$ cat src/rtl/gemm_tile_scheduler_if.sv
// ----------------------------------------------------------------------------
// gemm_tile_scheduler_if
//   Command bus from the GEMM tile scheduler to the operand loader / matrix
//   multiplier. One command is offered at a time with a valid/ready handshake.
//
//   Signals:
//     valid   scheduler -> loader  command valid
//     ready   loader -> scheduler  loader accepts the command
//     t_idx   scheduler -> loader  tensor tile index
//     w_idx   scheduler -> loader  weight tile index
//     k_idx   scheduler -> loader  K-chunk index
//     last_k  scheduler -> loader  last K-chunk of the current output tile
//
//   Modports: master (scheduler side), slave (loader side).
// ----------------------------------------------------------------------------
interface gemm_tile_scheduler_if #(
  parameter int CNT_W = 16
) ();

  logic             valid;
  logic             ready;
  logic [CNT_W-1:0] t_idx;
  logic [CNT_W-1:0] w_idx;
  logic [CNT_W-1:0] k_idx;
  logic             last_k;

  modport master (
    output valid,
    output t_idx,
    output w_idx,
    output k_idx,
    output last_k,
    input  ready
  );

  modport slave (
    input  valid,
    input  t_idx,
    input  w_idx,
    input  k_idx,
    input  last_k,
    output ready
  );

endinterface

$ cat src/rtl/gemm_tile_scheduler.sv
// ----------------------------------------------------------------------------
// gemm_tile_scheduler
//   Sequences the img2col GEMM datapath. Walks weight tiles (outer), tensor
//   tiles (middle) and K-chunks (inner), issuing one multiply command per
//   chunk. Only one command is outstanding at a time; after the last K-chunk
//   of an output tile the scheduler waits for the accumulator to drain before
//   moving to the next tile. Generates tensor_done / weight_done markers and
//   a conv_done pulse at layer completion. A drain that never finishes raises
//   the sticky err flag after DRAIN_TIMEOUT cycles.
//
//   Parameters:
//     CNT_W          width of every tile/chunk count and index
//     DRAIN_TIMEOUT  cycles allowed in WAIT_DRAIN before err is raised
//
//   Ports:
//     clk, rst            clock, synchronous active-high reset
//     start, abort        layer start / abort pulses
//     cfg_k_nums          K-chunks per output tile (>=1)
//     cfg_t_nums          tensor tiles (>=1)
//     cfg_w_nums          weight tiles (>=1)
//     issue               command bus (gemm_tile_scheduler_if.master)
//     mul_done            product of the outstanding command delivered
//     drain_done          accumulator finished shifting out an output tile
//     tensor_done         pulse: last chunk of the last tensor tile accepted
//     weight_done         pulse: final command of the layer accepted
//     busy                scheduler not idle
//     conv_done           pulse: layer finished
//     err                 sticky: drain timeout or zero-sized configuration
//
//   Optional feature (macro GEMM_SCHED_PERF_EN):
//     perf_stall_cycles   32-bit saturating count of cycles with a command
//                         offered but not accepted, plus cycles spent in
//                         WAIT_DRAIN. Cleared on start.
// ----------------------------------------------------------------------------
module gemm_tile_scheduler #(
  parameter int CNT_W         = 16,
  parameter int DRAIN_TIMEOUT = 1024
) (
  input  logic                      clk,
  input  logic                      rst,
  input  logic                      start,
  input  logic                      abort,
  input  logic [CNT_W-1:0]          cfg_k_nums,
  input  logic [CNT_W-1:0]          cfg_t_nums,
  input  logic [CNT_W-1:0]          cfg_w_nums,
  gemm_tile_scheduler_if.master     issue,
  input  logic                      mul_done,
  input  logic                      drain_done,
  output logic                      tensor_done,
  output logic                      weight_done,
  output logic                      busy,
  output logic                      conv_done,
  output logic                      err
`ifdef GEMM_SCHED_PERF_EN
  ,
  output logic [31:0]               perf_stall_cycles
`endif
);

  localparam int               DCW        = $clog2(DRAIN_TIMEOUT + 1);
  localparam logic [DCW-1:0]   DRAIN_LAST = DCW'(DRAIN_TIMEOUT - 1);
  localparam logic [DCW-1:0]   DRAIN_ZERO = {DCW{1'b0}};
  localparam logic [DCW-1:0]   DRAIN_ONE  = DCW'(1);
  localparam logic [CNT_W-1:0] CNT_ZERO   = {CNT_W{1'b0}};
  localparam logic [CNT_W-1:0] CNT_ONE    = CNT_W'(1);

  typedef enum logic [2:0] {
    ST_IDLE       = 3'd0,
    ST_ISSUE      = 3'd1,
    ST_WAIT_MUL   = 3'd2,
    ST_WAIT_DRAIN = 3'd3,
    ST_DONE       = 3'd4
  } state_t;

  state_t           state, state_next;

  logic [CNT_W-1:0] k_cnt, k_nxt;
  logic [CNT_W-1:0] t_cnt, t_nxt;
  logic [CNT_W-1:0] w_cnt, w_nxt;
  logic             last_k, last_k_nxt;
  logic [CNT_W-1:0] cfg_k, cfg_k_nxt;
  logic [CNT_W-1:0] cfg_t, cfg_t_nxt;
  logic [CNT_W-1:0] cfg_w, cfg_w_nxt;
  logic [DCW-1:0]   drain_cnt, drain_nxt;
  logic             err_nxt;
  logic             tensor_done_nxt;
  logic             weight_done_nxt;
  logic             valid_q;
  logic             t_last;
  logic             w_last;

  assign t_last = (t_cnt == (cfg_t - CNT_ONE));
  assign w_last = (w_cnt == (cfg_w - CNT_ONE));

  // Command bus driven straight from registers so it is stable under backpressure.
  assign issue.valid  = valid_q;
  assign issue.t_idx  = t_cnt;
  assign issue.w_idx  = w_cnt;
  assign issue.k_idx  = k_cnt;
  assign issue.last_k = last_k;

  // Next-state and next-counter logic for the scheduling FSM.
  always_comb begin
    state_next      = state;
    k_nxt           = k_cnt;
    t_nxt           = t_cnt;
    w_nxt           = w_cnt;
    last_k_nxt      = last_k;
    cfg_k_nxt       = cfg_k;
    cfg_t_nxt       = cfg_t;
    cfg_w_nxt       = cfg_w;
    drain_nxt       = drain_cnt;
    err_nxt         = err;
    tensor_done_nxt = 1'b0;
    weight_done_nxt = 1'b0;

    if (abort) begin
      // Abort wins over everything but reset; err is deliberately kept.
      state_next = ST_IDLE;
      k_nxt      = CNT_ZERO;
      t_nxt      = CNT_ZERO;
      w_nxt      = CNT_ZERO;
      last_k_nxt = 1'b0;
      drain_nxt  = DRAIN_ZERO;
    end else begin
      case (state)
        ST_IDLE: begin
          if (start) begin
            if ((cfg_k_nums == CNT_ZERO) || (cfg_t_nums == CNT_ZERO) ||
                (cfg_w_nums == CNT_ZERO)) begin
              err_nxt = 1'b1;
            end else begin
              cfg_k_nxt  = cfg_k_nums;
              cfg_t_nxt  = cfg_t_nums;
              cfg_w_nxt  = cfg_w_nums;
              k_nxt      = CNT_ZERO;
              t_nxt      = CNT_ZERO;
              w_nxt      = CNT_ZERO;
              last_k_nxt = (cfg_k_nums == CNT_ONE);
              drain_nxt  = DRAIN_ZERO;
              err_nxt    = 1'b0;
              state_next = ST_ISSUE;
            end
          end else begin
            state_next = ST_IDLE;
          end
        end

        ST_ISSUE: begin
          // valid_q is always high in this state, so ready alone completes the handshake.
          if (issue.ready) begin
            state_next      = ST_WAIT_MUL;
            tensor_done_nxt = last_k && t_last;
            weight_done_nxt = last_k && t_last && w_last;
          end else begin
            state_next = ST_ISSUE;
          end
        end

        ST_WAIT_MUL: begin
          if (mul_done) begin
            if (!last_k) begin
              k_nxt      = k_cnt + CNT_ONE;
              last_k_nxt = ((k_cnt + CNT_ONE) == (cfg_k - CNT_ONE));
              state_next = ST_ISSUE;
            end else begin
              k_nxt      = CNT_ZERO;
              last_k_nxt = (cfg_k == CNT_ONE);
              drain_nxt  = DRAIN_ZERO;
              state_next = ST_WAIT_DRAIN;
            end
          end else begin
            state_next = ST_WAIT_MUL;
          end
        end

        ST_WAIT_DRAIN: begin
          if (drain_done) begin
            drain_nxt = DRAIN_ZERO;
            if (t_last && w_last) begin
              state_next = ST_DONE;
            end else begin
              if (t_last) begin
                t_nxt = CNT_ZERO;
                w_nxt = w_cnt + CNT_ONE;
              end else begin
                t_nxt = t_cnt + CNT_ONE;
              end
              state_next = ST_ISSUE;
            end
          end else if (drain_cnt == DRAIN_LAST) begin
            // DRAIN_TIMEOUT cycles spent here without drain_done.
            err_nxt    = 1'b1;
            state_next = ST_IDLE;
            k_nxt      = CNT_ZERO;
            t_nxt      = CNT_ZERO;
            w_nxt      = CNT_ZERO;
            last_k_nxt = 1'b0;
            drain_nxt  = DRAIN_ZERO;
          end else begin
            drain_nxt = drain_cnt + DRAIN_ONE;
          end
        end

        ST_DONE: begin
          state_next = ST_IDLE;
          k_nxt      = CNT_ZERO;
          t_nxt      = CNT_ZERO;
          w_nxt      = CNT_ZERO;
          last_k_nxt = 1'b0;
          drain_nxt  = DRAIN_ZERO;
        end

        default: begin
          state_next = ST_IDLE;
          k_nxt      = CNT_ZERO;
          t_nxt      = CNT_ZERO;
          w_nxt      = CNT_ZERO;
          last_k_nxt = 1'b0;
          drain_nxt  = DRAIN_ZERO;
        end
      endcase
    end
  end

  // State, counters and registered outputs; outputs are decoded from state_next
  // so they line up with the state they describe.
  always_ff @(posedge clk) begin
    if (rst) begin
      state       <= ST_IDLE;
      k_cnt       <= CNT_ZERO;
      t_cnt       <= CNT_ZERO;
      w_cnt       <= CNT_ZERO;
      last_k      <= 1'b0;
      cfg_k       <= CNT_ZERO;
      cfg_t       <= CNT_ZERO;
      cfg_w       <= CNT_ZERO;
      drain_cnt   <= DRAIN_ZERO;
      err         <= 1'b0;
      tensor_done <= 1'b0;
      weight_done <= 1'b0;
      valid_q     <= 1'b0;
      busy        <= 1'b0;
      conv_done   <= 1'b0;
    end else begin
      state       <= state_next;
      k_cnt       <= k_nxt;
      t_cnt       <= t_nxt;
      w_cnt       <= w_nxt;
      last_k      <= last_k_nxt;
      cfg_k       <= cfg_k_nxt;
      cfg_t       <= cfg_t_nxt;
      cfg_w       <= cfg_w_nxt;
      drain_cnt   <= drain_nxt;
      err         <= err_nxt;
      tensor_done <= tensor_done_nxt;
      weight_done <= weight_done_nxt;
      valid_q     <= (state_next == ST_ISSUE);
      busy        <= (state_next != ST_IDLE);
      conv_done   <= (state_next == ST_DONE);
    end
  end

`ifdef GEMM_SCHED_PERF_EN
  logic [31:0] perf_cnt, perf_nxt;

  // Stall accounting: backpressured command cycles plus drain-wait cycles.
  always_comb begin
    perf_nxt = perf_cnt;
    if ((state == ST_IDLE) && start && !abort) begin
      perf_nxt = 32'd0;
    end else if (((valid_q && !issue.ready) || (state == ST_WAIT_DRAIN)) &&
                 (perf_cnt != 32'hFFFF_FFFF)) begin
      perf_nxt = perf_cnt + 32'd1;
    end else begin
      perf_nxt = perf_cnt;
    end
  end

  // Stall counter register.
  always_ff @(posedge clk) begin
    if (rst) begin
      perf_cnt <= 32'd0;
    end else begin
      perf_cnt <= perf_nxt;
    end
  end

  assign perf_stall_cycles = perf_cnt;
`else
`endif

endmodule

$ cat src/flat_wrapper.sv
// flat-port wrapper written by rule: the top's interface ports become plain ports
module gemm_tile_scheduler_flat 
#(
  parameter int CNT_W         = 16,
  parameter int DRAIN_TIMEOUT = 1024
)
  (clk, rst, start, abort, cfg_k_nums, cfg_t_nums, cfg_w_nums, mul_done, drain_done, tensor_done, weight_done, busy, conv_done, err, issue_valid, issue_t_idx, issue_w_idx, issue_k_idx, issue_last_k, issue_ready);
  gemm_tile_scheduler_if #(.CNT_W(CNT_W)) issue_i ();
  input  logic clk;
  input  logic rst;
  input  logic start;
  input  logic abort;
  input  logic [CNT_W-1:0] cfg_k_nums;
  input  logic [CNT_W-1:0] cfg_t_nums;
  input  logic [CNT_W-1:0] cfg_w_nums;
  input  logic mul_done;
  input  logic drain_done;
  output logic tensor_done;
  output logic weight_done;
  output logic busy;
  output logic conv_done;
  output logic err;
  output wire logic [$bits(issue_i.valid)-1:0] issue_valid;
  output wire logic [$bits(issue_i.t_idx)-1:0] issue_t_idx;
  output wire logic [$bits(issue_i.w_idx)-1:0] issue_w_idx;
  output wire logic [$bits(issue_i.k_idx)-1:0] issue_k_idx;
  output wire logic [$bits(issue_i.last_k)-1:0] issue_last_k;
  input wire logic [$bits(issue_i.ready)-1:0] issue_ready;
  assign issue_valid = issue_i.valid;
  assign issue_t_idx = issue_i.t_idx;
  assign issue_w_idx = issue_i.w_idx;
  assign issue_k_idx = issue_i.k_idx;
  assign issue_last_k = issue_i.last_k;
  assign issue_i.ready = issue_ready;
  gemm_tile_scheduler #(.CNT_W(CNT_W), .DRAIN_TIMEOUT(DRAIN_TIMEOUT)) u_core (.clk(clk), .rst(rst), .start(start), .abort(abort), .cfg_k_nums(cfg_k_nums), .cfg_t_nums(cfg_t_nums), .cfg_w_nums(cfg_w_nums), .issue(issue_i), .mul_done(mul_done), .drain_done(drain_done), .tensor_done(tensor_done), .weight_done(weight_done), .busy(busy), .conv_done(conv_done), .err(err));
endmodule
$ cat config.mk
export PLATFORM = sky130hd
export DESIGN_NAME = gemm_tile_scheduler_flat
export DESIGN_NICKNAME = d
export VERILOG_FILES = /design/src/rtl/gemm_tile_scheduler_if.sv /design/src/rtl/gemm_tile_scheduler.sv /design/src/flat_wrapper.sv
export SDC_FILE = /design/constraint.sdc
export NUM_CORES = 1
export LEC_CHECK = 0
export BUFFER_PORTS_ARGS = -buffer_cell sky130_fd_sc_hd__buf_4
export CORE_MARGIN = 2
export CORE_UTILIZATION = 60
export CTS_BUF_LIST = sky130_fd_sc_hd__clkbuf_16
export DETAILED_ROUTE_END_ITERATION = 8
export GPL_TIMING_DRIVEN = 0
export PLACE_DENSITY = 0.84
export SETUP_SLACK_MARGIN = 0.5
export SLEW_MARGIN = 40
export SYNTH_ARGS = -nofsm -noshare
export SYNTH_HDL_FRONTEND = slang
export SYNTH_SLANG_ARGS = --single-unit
$ cat constraint.sdc
create_clock -name clk -period 5 [get_ports clk]
set_input_delay 1 -clock clk [delete_from_list [all_inputs] [get_ports clk]]
set_output_delay 1 -clock clk [all_outputs]
set_load 0.05 [all_outputs]
== Word level (Yosys, flattened, before mapping) ==
Cells that the tools add are included.

* Register bits after elaboration: 117

* Add/subtract/negate cells: 7
* Eq/ne operators: 20
* Mux-type cells: 44
* Bitwise operators: 5
* Reduce and logical (&&, ||, !) cells: 20

{| class="wikitable"
|+ Operators by type and width
! cell !! number
|-
| $mux 16 || 12
|-
| $pmux 16 s3 || 2
|-
| $mux 11 || 6
|-
| $pmux 16 s4 || 1
|-
| $add 16x1->16 const B || 3
|-
| $eq 16x16->1 || 3
|-
| $logic_not 16->1 || 3
|-
| $sub 16x1->16 const B || 3
|-
| $pmux 11 s4 || 1
|-
| $eq 16x1->1 const B || 2
|-
| $mux 3 || 6
|-
| $reduce_and 5->1 || 3
|-
| $pmux 3 s4 || 1
|-
| $reduce_and 6->1 || 2
|-
| $add 11x1->11 const B || 1
|-
| $eq 11x10->1 const B || 1
|-
| $mux 1 || 10
|-
| $ne 2x2->1 const B || 4
|-
| $eq 3x1->1 const B || 2
|-
| $eq 3x2->1 const B || 2
|-
| $mux 2 || 3
|-
| $ne 3x2->1 const B || 2
|-
| $not 1->1 || 5
|-
| $ne 2x1->1 const B || 2
|-
| other kinds (12) || 16
|}

== Longest topological paths before layout ==
Gate-level depths: netlist of the first run.

* Depth in word-level cells: 8
* Mapped depth: 12
* Gate-level depth less buffers: 11

== Worst setup path after synthesis of the first run ==
No wires, ideal clock.

* Path type: reg2reg
* Start: register u_core.cfg_t[0]
* End: register u_core.w_cnt[14], in the netlist u_core.issue.w_idx[14]
* Setup time: 74 ps
* Arrival: 3126 ps
* Required time: 4926 ps
* Slack: 1800 ps
* Cell stages (with the launch flop): 10
* Path buffers: 0
* Clock period less this slack: 3200 ps
* Cells stage by stage: dfxtp_1 -> or4_4 -> or3b_4 -> nor2_1 -> mux2_2 -> and3_1 -> and4b_1 -> o31a_4 -> or4_1 -> a21oi_1

* Longest elaborated chain between the ends: 5
* Elaborated cells between the ends (all ways): 6
* Those cells by class: add/sub (1); eq/ne (3); reduce/logical (2)

{| class="wikitable"
|+ RTL lines
! what !! RTL line !! source
|-
| start: declaration || gemm_tile_scheduler.sv:82 || <nowiki>logic [CNT_W-1:0] cfg_t, cfg_t_nxt;</nowiki>
|-
| start signal: assignment || gemm_tile_scheduler.sv:252 || <nowiki>cfg_t <= cfg_t_nxt;</nowiki>
|-
| $sub 16x1->16 * || gemm_tile_scheduler.sv:92 || <nowiki>assign t_last = (t_cnt == (cfg_t - CNT_ONE));</nowiki>
|-
| $eq 16x16->1 * || gemm_tile_scheduler.sv:92 ||
|-
| $logic_and 1x1->1 || gemm_tile_scheduler.sv:180 || <nowiki>if (t_last && w_last) begin</nowiki>
|-
| $ne 3x3->1 (no line) || - ||
|-
| $reduce_and 6->1 (no line) * || - ||
|-
| end signal: assignment || gemm_tile_scheduler.sv:249 || <nowiki>w_cnt <= w_nxt;</nowiki>
|-
| end: declaration || gemm_tile_scheduler.sv:79 || <nowiki>logic [CNT_W-1:0] w_cnt, w_nxt;</nowiki>
|}

Every way passes the cells marked *; elsewhere a longest branch is shown, timed or not.
A chain may end at the register's enable or synchronous reset.

== Worst setup path after layout of the first run ==
* Start: register u_core.cfg_w[0]
* End: register u_core.t_cnt[14], in the netlist u_core.issue.t_idx[14]

* Longest elaborated chain between the ends: 5

{| class="wikitable"
|+ RTL lines
! what !! RTL line !! source
|-
| start: declaration || gemm_tile_scheduler.sv:83 || <nowiki>logic [CNT_W-1:0] cfg_w, cfg_w_nxt;</nowiki>
|-
| start signal: assignment || gemm_tile_scheduler.sv:253 || <nowiki>cfg_w <= cfg_w_nxt;</nowiki>
|-
| $sub 16x1->16 || gemm_tile_scheduler.sv:93 || <nowiki>assign w_last = (w_cnt == (cfg_w - CNT_ONE));</nowiki>
|-
| $eq 16x16->1 || gemm_tile_scheduler.sv:93 ||
|-
| $logic_and 1x1->1 || gemm_tile_scheduler.sv:180 ||
|-
| $ne 3x3->1 (no line) || - ||
|-
| $reduce_and 5->1 (no line) || - ||
|-
| end signal: assignment || gemm_tile_scheduler.sv:248 || <nowiki>t_cnt <= t_nxt;</nowiki>
|-
| end: declaration || gemm_tile_scheduler.sv:78 || <nowiki>logic [CNT_W-1:0] t_cnt, t_nxt;</nowiki>
|}

Every way passes these cells.

==> metrics.md, run 1 <==
| Metric | Value |
|---|---|
| Status | `complete, no violations` |
| Slew Limit Fails | `0` |
| CP endpoint kind | `flop` |
| Final ANT Viol Nets | `0` |
| Initial drt markers | `690` |
| Yosys warns | `0` |
| Die Y | `112.3 microns` |
| Critical path depth in cells | `11` |
| Slew @ Worst Pin | `0.7981 ns` |
| CP required | `5.34 ns` |
| Synth Net Count | `941` |
| TritonCTS Buffers | `17` |
| Detailed Route WL | `20.27 mm` |
| GRT overflow | `0` |
| Number of global-route vias before repair | `6587` |
| CTS root buf | `clkbuf_16` |
| Max-Cap Viols | `0` |
| Top FF cell, synth | `dfxtp_1` |
| Layout cell share with drive strength beyond 1 | `16.40%` |
| CTS resizes | `0` |
| Worst r2r path cells | `11` |
| Synth Instances | `878` |
| Post-route cell area | `0.008681 sq mm` |
| Hold Path Class | `reg2reg` |
| Final Critical Period | `3.635 ns` |
| Crit path largest cell delay | `0.56 ns` |
| H-tree depth | `4` |
| Worst setup path class | `reg2reg` |
| Core Region | `0.01142 sq mm` |
| Number of synthesized register bits | `117` |
| Worst EP arrival | `3.97 ns` |
| Setup violators final | `0` |
| Area growth syn-to-layout | `23.25%` |
| Io pins | `110` |
| Post-place setup slack | `1.263 ns` |
| DRC | `0` |
| DIE AREA | `0.01262 sq mm` |
| EDFF count, synth | `0` |
| Uppermost routed layer | `met4` |
| DR WL/cell | `17.46 microns` |
| F_max | `275.1 MHz` |
| Port Buffers | `108` |
| Starting Density | `61.68%` |
| Wire length on met3 | `1.561 mm` |
| Sequential share of the synthesized area | `33.26%` |
| Worst path top cell family by delay | `simple AND/OR/NAND/NOR gates` |
| CP cell instances | `inv_1, ha_1, or3b_2, o31a_1, or4_1, nor4_4, nand3_1, a22oi_2, buf_4, o21ai_0, a21oi_1` |
| Buf/Inv on CP | `2` |
| Synth async-reset ratio | `0%` |
| Post-DP Area | `0.008039 sq mm` |
| Fin. Hold Viols | `0` |
| Placer Congestion | `0.9241` |
| Vias per inst | `6.222` |
| Setup crit start kind | `flop` |
| Maximum root-to-sink buffer count | `2` |
| Average size of a mapped cell | `8.022 sq um` |
| Largest net degree at the start of global routing | `17` |
| Vias | `7224` |
| Mapped Area | `0.007043 sq mm` |
| Post-cts hold buffer count | `0` |
| Final Cycle Share | `72.69%` |
| First-pass GRT wire length | `32.64 mm` |
| Power, Total | `2.719 mW` |
| Clock sinks | `117` |
| Synth cell types | `73` |
| Ant diodes | `0` |
| Initial antenna violation count | `0` |
| Post-DP HPWL | `14.58 mm` |
| GR Util All Layers | `31.76%` |
| Row count | `39` |
| Pwr/cell area | `313.2 mW/mm^2` |
| Worst Slack Setup Final | `1.365 ns` |
| CTS tree | `built` |
| Post-route setup TNS | `0 ns` |
| Routed length on met1 | `8.506 mm` |
| Die extent in x | `112.3 microns` |
| Postcts setup bufs | `0` |
| CP max FO | `10` |
| Fin nets | `1068` |
| Worst-skew pair later-pin latency | `0.42 ns` |
| Clk_skew | `0.01130 ns` |
| Worst-path clk slew | `0.05 ns` |
| RSZ-0062 raised after global routing | `false` |
| Drt first pass iters | `6` |
| Maximum vdd ir drop | `343.6 uV` |
| Pleak | `3.326 nW` |
| Met2 WL | `9.753 mm` |
| Slowest CP cell | `or4_1` |
| Slew HR | `46.56%` |
| Worst Hold Depth | `1` |
## flip-flops by register name (all words and copies together) (netlist names)
name	cells
u_core.tensor_done	1
u_core.cfg_k	16
u_core.issue.last_k	1
u_core.state	3
u_core.cfg_w	16
u_core.busy	1
u_core.cfg_t	16
u_core.err	1
u_core.issue.k_idx	16
u_core.issue.w_idx	16
u_core.issue.t_idx	16
u_core.weight_done	1
u_core.drain_cnt	11
u_core.conv_done	1
u_core.issue.valid	1
## layout make-up
| class | instances | area [sq um] |
|---|---|---|
| clock buffer | 17 | 425.4 |
| tap | 143 | 178.9 |
| fill | 859 | 2738 |
| clock inverter | 15 | 211.5 |
| inverter | 21 | 78.83 |
| sequential | 117 | 2342 |
| buffer | 37 | 176.4 |
| multi-input combinational | 703 | 4457 |
| timing repair buffer | 108 | 810.8 |
## worst register-to-register path, cell delays in order, from the launching register on
cell and delay (ns):
dfxtp_1 0.36, inv_1 0.10, ha_1 0.24, or3b_2 0.52
o31a_1 0.35, or4_1 0.56, nor4_4 0.36, nand3_1 0.30
a22oi_2 0.30, buf_4 0.23, o21ai_0 0.11, a21oi_1 0.14
## cell families after synthesis
| logic type | Yosys count | share of synthesized area (%) |
|---|---|---|
| and+or+nand+nor | 385 | 29.17 |
| DFF | 117 | 33.26 |
| buffers and inverters | 58 | 3.624 |
| muxes | 45 | 6.431 |
| adders and majority gates | 8 | 1.421 |
| AOI/OAI and AO/OA | 180 | 15.53 |
| xor gates and xnor gates | 85 | 10.57 |
## synth_stat cells (all sizes together), types with 4 or more instances
cell type / count / area (sq um)
a21oi: 73 / 369.1
a31oi: 11 / 68.82
and2: 8 / 50.05
and3: 15 / 93.84
buf: 11 / 77.57
clkbuf: 26 / 98.84
dfxtp: 117 / 2342
ha: 8 / 100.1
inv: 21 / 78.83
mux2i: 43 / 430.4
nand2: 55 / 214.0
nand3: 29 / 145.1
nand3b: 7 / 52.55
nand4: 14 / 87.58
nand4b: 8 / 70.07
nor2: 126 / 473.0
nor2b: 6 / 37.54
nor3: 29 / 145.1
nor3b: 4 / 35.03
nor4: 22 / 167.7
nor4b: 4 / 50.05
o21ai: 50 / 250.2
o311ai: 4 / 35.03
o31ai: 10 / 80.07
or2: 4 / 25.02
or3: 22 / 137.6
or4: 20 / 153.9
xnor2: 60 / 525.5
xor2: 25 / 219.0
## through the flow
step	utilization, %	std cells	hold WS [ns]
2_1_floorplan	-	878	0.4453
3_3_place_gp	70.35	1129	0.4565
3_5_place_dp	70.40	1129	0.4576
4_1_cts	75.98	1161	0.4651
5_1_grt	76.02	1161	0.4801
6_report	76.02	1161	0.4635
## power by group
part / switching (mW) / internal, mW / total [mW]
registers: 0.0313 / 0.955 / 0.986
logic: 0.228 / 0.180 / 0.408
clock network: 0.449 / 0.876 / 1.32
## layout by cell type, fill, tap and decap left out, types with 15 or more instances in the layout
cell	synthesis	final
nor2_1	126	126
dfxtp_1	117	117
buf_4	1	109
a21oi_1	72	72
xnor2_1	60	60
nand2_1	54	54
o21ai_0	48	48
mux2i_1	43	43
nand3_1	29	29
nor3_1	29	28
clkbuf_1	25	25
xor2_1	25	25
or3_1	22	22
inv_1	21	21
or4_1	19	19
nor4_1	20	19
clkbuf_16	0	17
and3_1	15	15
## per-layer routing
metal,global-route usage [%],vias to the layer above
met4,10.24,0
met3,6.803,43
met1,41.47,3396
met2,52.77,349
met5,0,-
li1,-,3436
## worst paths after layout
| check | start | end | slack [ns] |
|---|---|---|---|
| worst max register to register | u_core.cfg_w[0]$_SDFFE_PP0P_ | u_core.issue.t_idx[14]$_SDFFE_PP0P_ | 1.37 |
| worst min register to register | u_core.drain_cnt[10]$_SDFFE_PP0P_ | u_core.drain_cnt[10]$_SDFFE_PP0P_ | 0.46 |
| worst max-delay path | u_core.cfg_w[0]$_SDFFE_PP0P_ | u_core.issue.t_idx[14]$_SDFFE_PP0P_ | 1.37 |
| worst min-delay path | u_core.drain_cnt[10]$_SDFFE_PP0P_ | u_core.drain_cnt[10]$_SDFFE_PP0P_ | 0.46 |
No activity file was read; power rests on OpenSTA's default activity.
==> run 2, diff against run 1 <==
- CORE_UTILIZATION: 60 -> 58
- PLACE_DENSITY: 0.84 -> 0.81
- clock period: 5 -> 3.7 ns (I/O delays scaled with it)
==> run 2 against run 1 <==
Compared with the run above: clock skew decreased by 0.0034 ns; sequential power rose by 36%; die area rose by 3.3%; fmax rose by 10%; via count up 0.91%; core utilization is 0.30 points lower; routed wire length grew 1.7%; clock-buffer cell count stayed put; sequential cell count unchanged; cell count up 2.2%; largest power group unchanged; highest routed layer unchanged.
==> metrics.md, run 2 (synthesis gave the netlist of run 1 again) <==
| Metric | Value |
|---|---|
| CP most frequent cell | `buf_6` |
| Die Y | `114.2 microns (was 112.3 microns)` |
| Inst Count DP | `1133 (was 1129)` |
| DRC | `0 (unchanged)` |
| Io pins | `110 (unchanged)` |
| CP required | `4.04 ns (was 5.34 ns)` |
| First-pass GRT wire length | `32.49 mm (was 32.64 mm)` |
| Detailed Route WL | `20.61 mm (was 20.27 mm)` |
| Worst EP arrival | `3.64 ns (was 3.97 ns)` |
| Post-DP Area | `0.008049 sq mm (was 0.008039 sq mm)` |
| TritonCTS Buffers | `17 (unchanged)` |
| Buf/Inv on CP | `3 (was 2)` |
| DIE AREA | `0.01304 sq mm (was 0.01262 sq mm)` |
| Clock sinks | `117 (unchanged)` |
| Slew Limit Fails | `0 (unchanged)` |
| Final Cycle Share | `89.27% (was 72.69%)` |
| Fillers | `887 (was 859)` |
| CP cell instances | `buf_6, or4_4, buf_6, o31ai_4, a31oi_4, or4_4, nor4_4, and4b_1, o31a_4, buf_6, o21ai_1, a21oi_1 (was inv_1, ha_1, or3b_2, o31a_1, or4_1, nor4_4, nand3_1, a22oi_2, buf_4, o21ai_0, a21oi_1)` |
| Worst-path clk slew | `0.05 ns (about the same)` |
| F_max | `302.8 MHz (was 275.1 MHz)` |
| CP max FO | `8 (was 10)` |
| Critical path origin | `u_core.cfg_w[2]$_SDFFE_PP0P_ (was u_core.cfg_w[0]$_SDFFE_PP0P_)` |
| Vias | `7290 (was 7224)` |
| Row count | `40 (was 39)` |
| Final Critical Period | `3.303 ns (was 3.635 ns)` |
| Worst r2r dst | `u_core.issue.w_idx[8]$_SDFFE_PP0P_ (was u_core.issue.t_idx[14]$_SDFFE_PP0P_)` |
| Max-Cap Viols | `0 (unchanged)` |
| Status | `complete, no violations (unchanged)` |
| Hold Path End | `u_core.drain_cnt[10]$_SDFFE_PP0P_ (unchanged)` |
| Worst setup path class | `reg2reg (unchanged)` |
| Crit path largest cell delay | `0.54 ns (was 0.56 ns)` |
| Maximum vdd ir drop | `319.4 uV (was 343.6 uV)` |
| CTS root buf | `clkbuf_16 (unchanged)` |
| Post-route cell area | `0.009020 sq mm (was 0.008681 sq mm)` |
| Worst Hold Depth | `1 (unchanged)` |
| Initial antenna violation count | `0 (unchanged)` |
| Worst r2r path cells | `12 (was 11)` |
| Core Region | `0.01191 sq mm (was 0.01142 sq mm)` |
| CTS tree | `built (unchanged)` |
| Pleak | `3.466 nW (was 3.326 nW)` |
| Pwr/cell area | `379.6 mW/mm^2 (was 313.2 mW/mm^2)` |
| Area growth syn-to-layout | `28.07% (was 23.25%)` |
| Setup violators final | `0 (unchanged)` |
| CP endpoint kind | `flop (unchanged)` |
| Worst path top cell family by delay | `simple AND/OR/NAND/NOR gates (unchanged)` |
| Worst Slack Setup Final | `0.3970 ns (was 1.365 ns)` |
| Worst-skew pair later-pin latency | `0.42 ns (about the same)` |
| Post-place setup slack | `0.2374 ns (was 1.263 ns)` |
| FF-to-FF Start | `u_core.cfg_w[2]$_SDFFE_PP0P_ (was u_core.cfg_w[0]$_SDFFE_PP0P_)` |
| Largest net degree at the start of global routing | `17 (unchanged)` |
| Ant diodes | `0 (unchanged)` |
| GRT overflow | `0 (unchanged)` |
| Final ANT Viol Nets | `0 (unchanged)` |
| Initial drt markers | `668 (was 690)` |
| RSZ-0062 raised after global routing | `true (was false)` |
| Port Buffers | `108 (unchanged)` |
| Vias per inst | `6.142 (was 6.222)` |
| Number of global-route vias before repair | `6600 (was 6587)` |
| Hold Path Class | `reg2reg (unchanged)` |
| Clk_skew | `0.007918 ns (was 0.01130 ns)` |
| Drt first pass iters | `6 (unchanged)` |
| Hold_sp | `u_core.drain_cnt[10]$_SDFFE_PP0P_ (unchanged)` |
| Layout cell share with drive strength beyond 1 | `21.83% (was 16.40%)` |
| Fin. Hold Viols | `0 (unchanged)` |
| H-tree depth | `4 (unchanged)` |
| GR Util All Layers | `31.25% (was 31.76%)` |
| Worst reg2reg setup slack | `0.40 ns (was 1.37 ns)` |
| DR WL/cell | `17.37 microns (was 17.46 microns)` |
| Slowest CP cell | `or4_4 (was or4_1)` |
| Non-filler cells, final | `1187 (was 1161)` |
| Post-route setup TNS | `0 ns (unchanged)` |
| Maximum root-to-sink buffer count | `2 (unchanged)` |
| Placer Congestion | `0.9452 (was 0.9241)` |
| Setup crit start kind | `flop (unchanged)` |
| Commonest non-fill, non-tap cell in the layout | `buf_4 (was nor2_1)` |
| Starting Density | `59.13% (was 61.68%)` |
| Post-layout util | `75.72% (was 76.02%)` |
| Die extent in x | `114.2 microns (was 112.3 microns)` |
| Post-DP HPWL | `14.44 mm (was 14.58 mm)` |
| Slew @ Worst Pin | `0.8809 ns (was 0.7981 ns)` |
| Fin nets | `1091 (was 1068)` |
| Slew HR | `41.06% (was 46.56%)` |
| Post-cts hold buffer count | `0 (unchanged)` |
| Highest-count cells in the layout ignoring fill and taps | `buf_4, nor2_1, dfxtp_1 (was nor2_1, dfxtp_1, buf_4)` |
## run 2: routing by layer
metal  part of all wire, %  wire length [microns]  GRT usage [%]  up-vias
li1                      -                      -              -     3498
met1                    44                   9034          41.10     3417
met2                    47                   9726          50.40      330
met3                   7.2                   1486          7.782       45
met4                   1.8                    365          10.33        0
met5                     0                      0              0        -
## run 2: how the worst max path moves through the flow
stage                                                to  cells after the start
floorplan           u_core.issue.w_idx[14]$_SDFFE_PP0P_                      9
global placement    u_core.issue.t_idx[10]$_SDFFE_PP0P_                     10
detailed placement        u_core.cfg_w[11]$_SDFFE_PP0P_                     10
CTS                 u_core.issue.w_idx[10]$_SDFFE_PP0P_                     10
global route                     u_core.busy$_SDFF_PP0_                     11
finish               u_core.issue.w_idx[8]$_SDFFE_PP0P_                     12
## run 2: per-stage QoR
stage          total power [mW]  hold WS (ns)
2_1_floorplan             1.740        0.4453
3_3_place_gp              1.889        0.4550
3_5_place_dp              1.897        0.4610
4_1_cts                   3.386        0.4689
5_1_grt                   3.533        0.4886
6_report                  3.424        0.4702
## run 2: what timing repair did
| item | CTS | global route |
|---|---|---|
| setup buffers | 12 | 9 |
| pin swaps | 17 | 29 |
| resized for setup | 41 | 34 |
| gates cloned | 2 | 0 |
| setup endpoints to repair | 31 | 70 |
## run 2: layout make-up
| type | instances | area [sq um] | share of cell area, % |
|---|---|---|---|
| multi-input combinational | 703 | 4705 | 52.16 |
| timing repair buffer | 131 | 1007 | 11.17 |
| inverter | 21 | 78.83 | 0.8739 |
| buffer | 37 | 190.2 | 2.108 |
| sequential | 117 | 2349 | 26.04 |
| clock inverter | 14 | 81.33 | 0.9017 |
| clock buffer | 17 | 425.4 | 4.716 |
| tap | 147 | 183.9 | 2.039 |
## run 2: power by group
group          switching [mW]  internal, mW
Clock                   0.562         0.885
Sequential             0.0463          1.29
Combinational           0.344         0.296
